==> config.mk <==
export PLATFORM = sky130hd
export DESIGN_NAME = store_buffer
export DESIGN_NICKNAME = d
export VERILOG_FILES = /design/src/rtl/store_buffer.sv
export SDC_FILE = /design/constraint.sdc
export NUM_CORES = 1
export LEC_CHECK = 0
export BUFFER_PORTS_ARGS = -buffer_cell sky130_fd_sc_hd__buf_2
export CELL_PAD_IN_SITES_DETAIL_PLACEMENT = 0
export CELL_PAD_IN_SITES_GLOBAL_PLACEMENT = 2
export CORE_MARGIN = 3
export CORE_UTILIZATION = 38
export DETAILED_ROUTE_END_ITERATION = 16
export HOLD_SLACK_MARGIN = 0.02
export PLACE_DENSITY_LB_ADDON = 0.15
export SYNTH_ARGS = -nofsm -noshare
export SYNTH_HDL_FRONTEND = slang
export SYNTH_SLANG_ARGS = --single-unit
==> constraint.sdc <==
create_clock -name clk -period 13.58 [get_ports clk]
set_clock_uncertainty 0.1 [all_clocks]
set_input_delay 2.716 -clock clk [delete_from_list [all_inputs] [get_ports clk]]
set_output_delay 2.716 -clock clk [all_outputs]
set_load 0.02 [all_outputs]
==> src/rtl/store_buffer.sv <==
// rtl/store_buffer.sv - in-order store buffer between the MEM stage and data memory
// Circular FIFO of pending stores with word-granular load conflict detection.

module store_buffer #(
  parameter int DEPTH = 4
) (
  input  logic                     clk,
  input  logic                     reset,
  input  logic                     st_valid,
  output logic                     st_ready,
  input  logic [31:0]              st_addr,
  input  logic [31:0]              st_data,
  input  logic [3:0]               st_be,
  input  logic [31:0]              st_pc,
  input  logic                     ld_valid,
  input  logic [31:0]              ld_addr,
  output logic                     ld_conflict,
  input  logic                     dm_hold,
  output logic                     dm_we,
  output logic [31:0]              dm_addr,
  output logic [31:0]              dm_wdata,
  output logic [3:0]               dm_be,
  output logic [31:0]              dm_pc,
  output logic                     empty,
  output logic [$clog2(DEPTH):0]   count
);

  localparam int PW = $clog2(DEPTH);
  localparam int CW = PW + 1;

  logic [PW-1:0]    head_q, head_d;
  logic [PW-1:0]    tail_q, tail_d;
  logic [CW-1:0]    count_q, count_d;
  logic [DEPTH-1:0] valid_q, valid_d;
  logic [31:0]      addr_q [DEPTH];
  logic [31:0]      addr_d [DEPTH];
  logic [31:0]      data_q [DEPTH];
  logic [31:0]      data_d [DEPTH];
  logic [3:0]       be_q   [DEPTH];
  logic [3:0]       be_d   [DEPTH];
  logic [31:0]      pc_q   [DEPTH];
  logic [31:0]      pc_d   [DEPTH];

  logic push;
  logic pop;
  logic ld_addr_lsb_unused;

  // Byte offset within the word never participates in conflict checks.
  assign ld_addr_lsb_unused = ^ld_addr[1:0];

  assign empty    = (count_q == '0);
  assign st_ready = (count_q != CW'(DEPTH));
  assign dm_we    = !empty && !dm_hold;
  assign count    = count_q;

  assign push = st_valid && st_ready && (st_be != 4'b0000);
  assign pop  = dm_we;

  assign dm_addr  = empty ? 32'h0 : addr_q[head_q];
  assign dm_wdata = empty ? 32'h0 : data_q[head_q];
  assign dm_be    = empty ? 4'h0  : be_q[head_q];
  assign dm_pc    = empty ? 32'h0 : pc_q[head_q];

  // The head is still a conflict source in the cycle it is being written.
  always_comb begin
    ld_conflict = 1'b0;
    for (int i = 0; i < DEPTH; i++) begin
      if (valid_q[i] && (addr_q[i][31:2] == ld_addr[31:2])) begin
        ld_conflict = ld_valid;
      end
    end
  end

  always_comb begin
    head_d  = head_q;
    tail_d  = tail_q;
    valid_d = valid_q;
    for (int i = 0; i < DEPTH; i++) begin
      addr_d[i] = addr_q[i];
      data_d[i] = data_q[i];
      be_d[i]   = be_q[i];
      pc_d[i]   = pc_q[i];
    end

    if (pop) begin
      valid_d[head_q] = 1'b0;
      head_d          = head_q + PW'(1);
    end

    if (push) begin
      valid_d[tail_q] = 1'b1;
      addr_d[tail_q]  = st_addr;
      data_d[tail_q]  = st_data;
      be_d[tail_q]    = st_be;
      pc_d[tail_q]    = st_pc;
      tail_d          = tail_q + PW'(1);
    end

    case ({push, pop})
      2'b10:   count_d = count_q + CW'(1);
      2'b01:   count_d = count_q - CW'(1);
      default: count_d = count_q;
    endcase
  end

  always_ff @(posedge clk or posedge reset) begin
    if (reset) begin
      head_q  <= '0;
      tail_q  <= '0;
      count_q <= '0;
      valid_q <= '0;
      for (int i = 0; i < DEPTH; i++) begin
        addr_q[i] <= '0;
        data_q[i] <= '0;
        be_q[i]   <= '0;
        pc_q[i]   <= '0;
      end
    end else begin
      head_q  <= head_d;
      tail_q  <= tail_d;
      count_q <= count_d;
      valid_q <= valid_d;
      for (int i = 0; i < DEPTH; i++) begin
        addr_q[i] <= addr_d[i];
        data_q[i] <= data_d[i];
        be_q[i]   <= be_d[i];
        pc_q[i]   <= pc_d[i];
      end
    end
  end

endmodule

==> results.ini <==
[finish]
syn2layout_area_growth_pct = 14.5
finalNetCount = 1677
drive_gt1_share_pct = 32.7
fin_util_pct = 44.5

[logic_synthesis]
ys_warn_count = 0
ys_seq_area_share_pct = 50.9
syn_avg_cell_area_um2 = 15.3
ys_seq_elements = 411
syn-instance-count = 1319
synth_nets = 1466
ys_types = 26
syn-cell-area_mm2 = 0.0202

[sta]
max_freq_mhz = 134
relSlewSlack_pct = 25.0
slew_viol_final = 0
setup_viol = 0
finalSetupTns_ns = 0
finalCriticalPeriod_ns = 7.45
grt_setup_unrepaired = no
max_slew.worst_pin.slew_ns = 1.12
period_share_pct = 54.9
hold_violations = 0

[placement]
dp_hpwl_um = 32500
place.gp.congestion = 0.766
placement.io_buffers = 241

[global_routing]
grt_max_degree = 170
grt_pass1_wl_um = 80700
grt_pass1_vias = 12800
grt_antenna_before_repair = 7
grt_overflow = 0
track_usage_pct = 18.6

[setup_path]
r2r_slack_ns = 10.27
cp_cell_sequence = buf_2, xnor2_1, nand4_1, nor4_1, nand4_1, a41oi_1, buf_2
arrival_ns = 4.64
cp_slowest_cell = nor4_1
worstPathMaxFanout = 4
start_kind = input port
worst-path-buf-inv = 2
cp.required_ns = 10.76
crit_family = simple AND/OR/NAND/NOR gates
end_kind = primary output
timing.rr.start = count[0]
ff2ff_path_depth = 6
criticalPathCategory = input port to primary output
cp_slowest_stage_delay_ns = 0.43
r2r_end = pc_q[8]

[floorplanning]
rows = 83
die_w_um = 237
ios = 244
start_util_pct = 38.9
core_mm2 = 0.0519
dieArea_mm2 = 0.0560
die_h_um = 237

[run_status]
status = completed

[clock_network]
cts_setup_buffers = 0
cts_tree = done
clock-root-buffer = clkbuf_16
postCtsResizedCells = 0
clkSlewWorstSetupHoldPaths_ns = 0.05
clkSinkCount = 411
htree_num_levels = 2
max-clock-path-buffers = 3
worstSkewPairLatency_ns = 0.59
hold_buffers = 0
numCtsBuffers = 48

[worst_hold_path]
hp-class = register to register
min_from = pc_q[81]
whs_endpoint = pc_q[81]
hold-path-cell-count = 1

[detailed_routing]
final_antenna_net_count = 0
vias_per_cell = 5.18
drtIter0Drc = 487
wl_per_cell_um = 23.1
routed_wl_um = 52000
vias = 11600
drtPass1Iterations = 6
drc = 0

[pwr]
ir_worst_vdd_v = 0.000123
power.density_mw_per_mm2 = 279
leakage_nw = 9.96

[job]
cap_viol_max_count = 0

-- sequential cells by signal, summed over array words and instances, names as in the netlist --
| name | flops |
|---|---|
| head_q | 2 |
| data_q | 128 |
| count | 3 |
| valid_q | 4 |
| pc_q | 128 |
| addr_q | 128 |
| tail_q | 2 |
| be_q | 16 |
-- worst register-to-register path, stage by stage, from the launching register on --
cell and delay [ns]:
dfrtp_1 0.44, nor2_1 0.28, a21oi_4 0.18, nand2_4 0.39, buf_4 0.64, buf_4 0.72, mux2_2 0.44
-- synth_stat cells, drive strengths merged --
cell type,instances,area [um^2]
fa,1,20.0
buf,66,757
xnor2,79,692
inv,10,37.5
mux2i,1,10.0
o21ai,2,10.0
nand4,24,150
mux2,400,4500
clkbuf,28,105
o41ai,1,16.3
mux4,100,2250
dfrtp,411,10300
nor2b,100,626
a21oi,1,16.3
nand2,19,78.8
nor3,1,5.00
nor2,3,11.3
a41oi,1,8.76
xor2,46,403
ha,9,113
nor4,16,100
-- kinds of logic (layout without fill, tap and decap cells) --
kind of cell / Yosys count / after routing / synth area share (%)
multiplexers: 501 / 501 / 33.5
flip-flops: 411 / 411 / 50.9
AND/OR/NAND/NOR: 163 / 163 / 4.81
XOR/XNOR: 125 / 125 / 5.42
buffers and inverters: 104 / 348 / 4.45
adder cells (fa/ha/maj): 10 / 10 / 0.657
AO/OA/AOI/OAI: 5 / 5 / 0.254
other: 0 / 5 / 0
-- worst max path at each step --
stage                      from           to  slack (ns)  cells past startpoint
floorplan                 reset    addr_q[0]        5.22                      1
global placement    ld_addr[28]  ld_conflict        6.06                      7
detailed placement  ld_addr[28]  ld_conflict        6.09                      7
CTS                 ld_addr[28]  ld_conflict        6.08                      7
global route        ld_addr[28]  ld_conflict        6.12                      7
finish              ld_addr[28]  ld_conflict        6.13                      7
-- power breakdown --
group / leakage (nW) / switching [W] / internal, W / total [W]
clock network: 0.768 / 0.000519 / 0.000754 / 0.00127
registers: 4.88 / 0.000443 / 0.00186 / 0.00230
logic: 4.31 / 0.00146 / 0.00143 / 0.00289
-- cell usage in the layout (no fill, tap or decap), types with 24 or more instances in the layout --
master | Yosys | routed
nand4_1 | 24 | 24
nor2b_1 | 100 | 100
mux2_2 | 72 | 72
mux2_1 | 328 | 328
mux4_2 | 100 | 100
clkbuf_16 | 0 | 49
xnor2_1 | 79 | 79
buf_2 | 26 | 241
xor2_1 | 46 | 46
dfrtp_1 | 411 | 409
-- per-layer routing --
layer  global-route usage (%)  vias up  share of wire (%)
li1                         -     5178                  -
met1                     24.6     6168                 44
met2                     30.8      210                 48
met3                     4.39       76                5.4
met4                     5.31        6                2.4
met5                        0        -              0.058
-- per-stage QoR --
| step | std cells | setup WS (ns) | area (um^2) | hold WS, ns | power [W] |
|---|---|---|---|---|---|
| final | 2248 | 6.13 | 23100 | 0.382 | 0.00646 |
| after global routing | 2245 | 6.12 | 23100 | 0.395 | 0.00689 |
| after CTS | 2243 | 6.08 | 23100 | 0.388 | 0.00659 |
| after detailed placement | 2160 | 6.09 | 21600 | 0.375 | 0.00528 |
| after global placement | 2160 | 6.06 | 21600 | 0.368 | 0.00522 |
| after floorplan | 1319 | 5.22 | 20200 | 0.344 | 0.00442 |
-- area by class of cell --
type,count,area [um^2]
Fill cell,4815,28800
Multi-Input combinational cell,804,9040
Clock buffer,76,1510
Sequential cell,411,10300
Antenna cell,5,12.5
Inverter,10,41.3
Tap cell,680,851
Timing Repair Buffer,255,1340
Clock inverter,7,41.3
No activity file was read; power rests on OpenSTA's default activity.
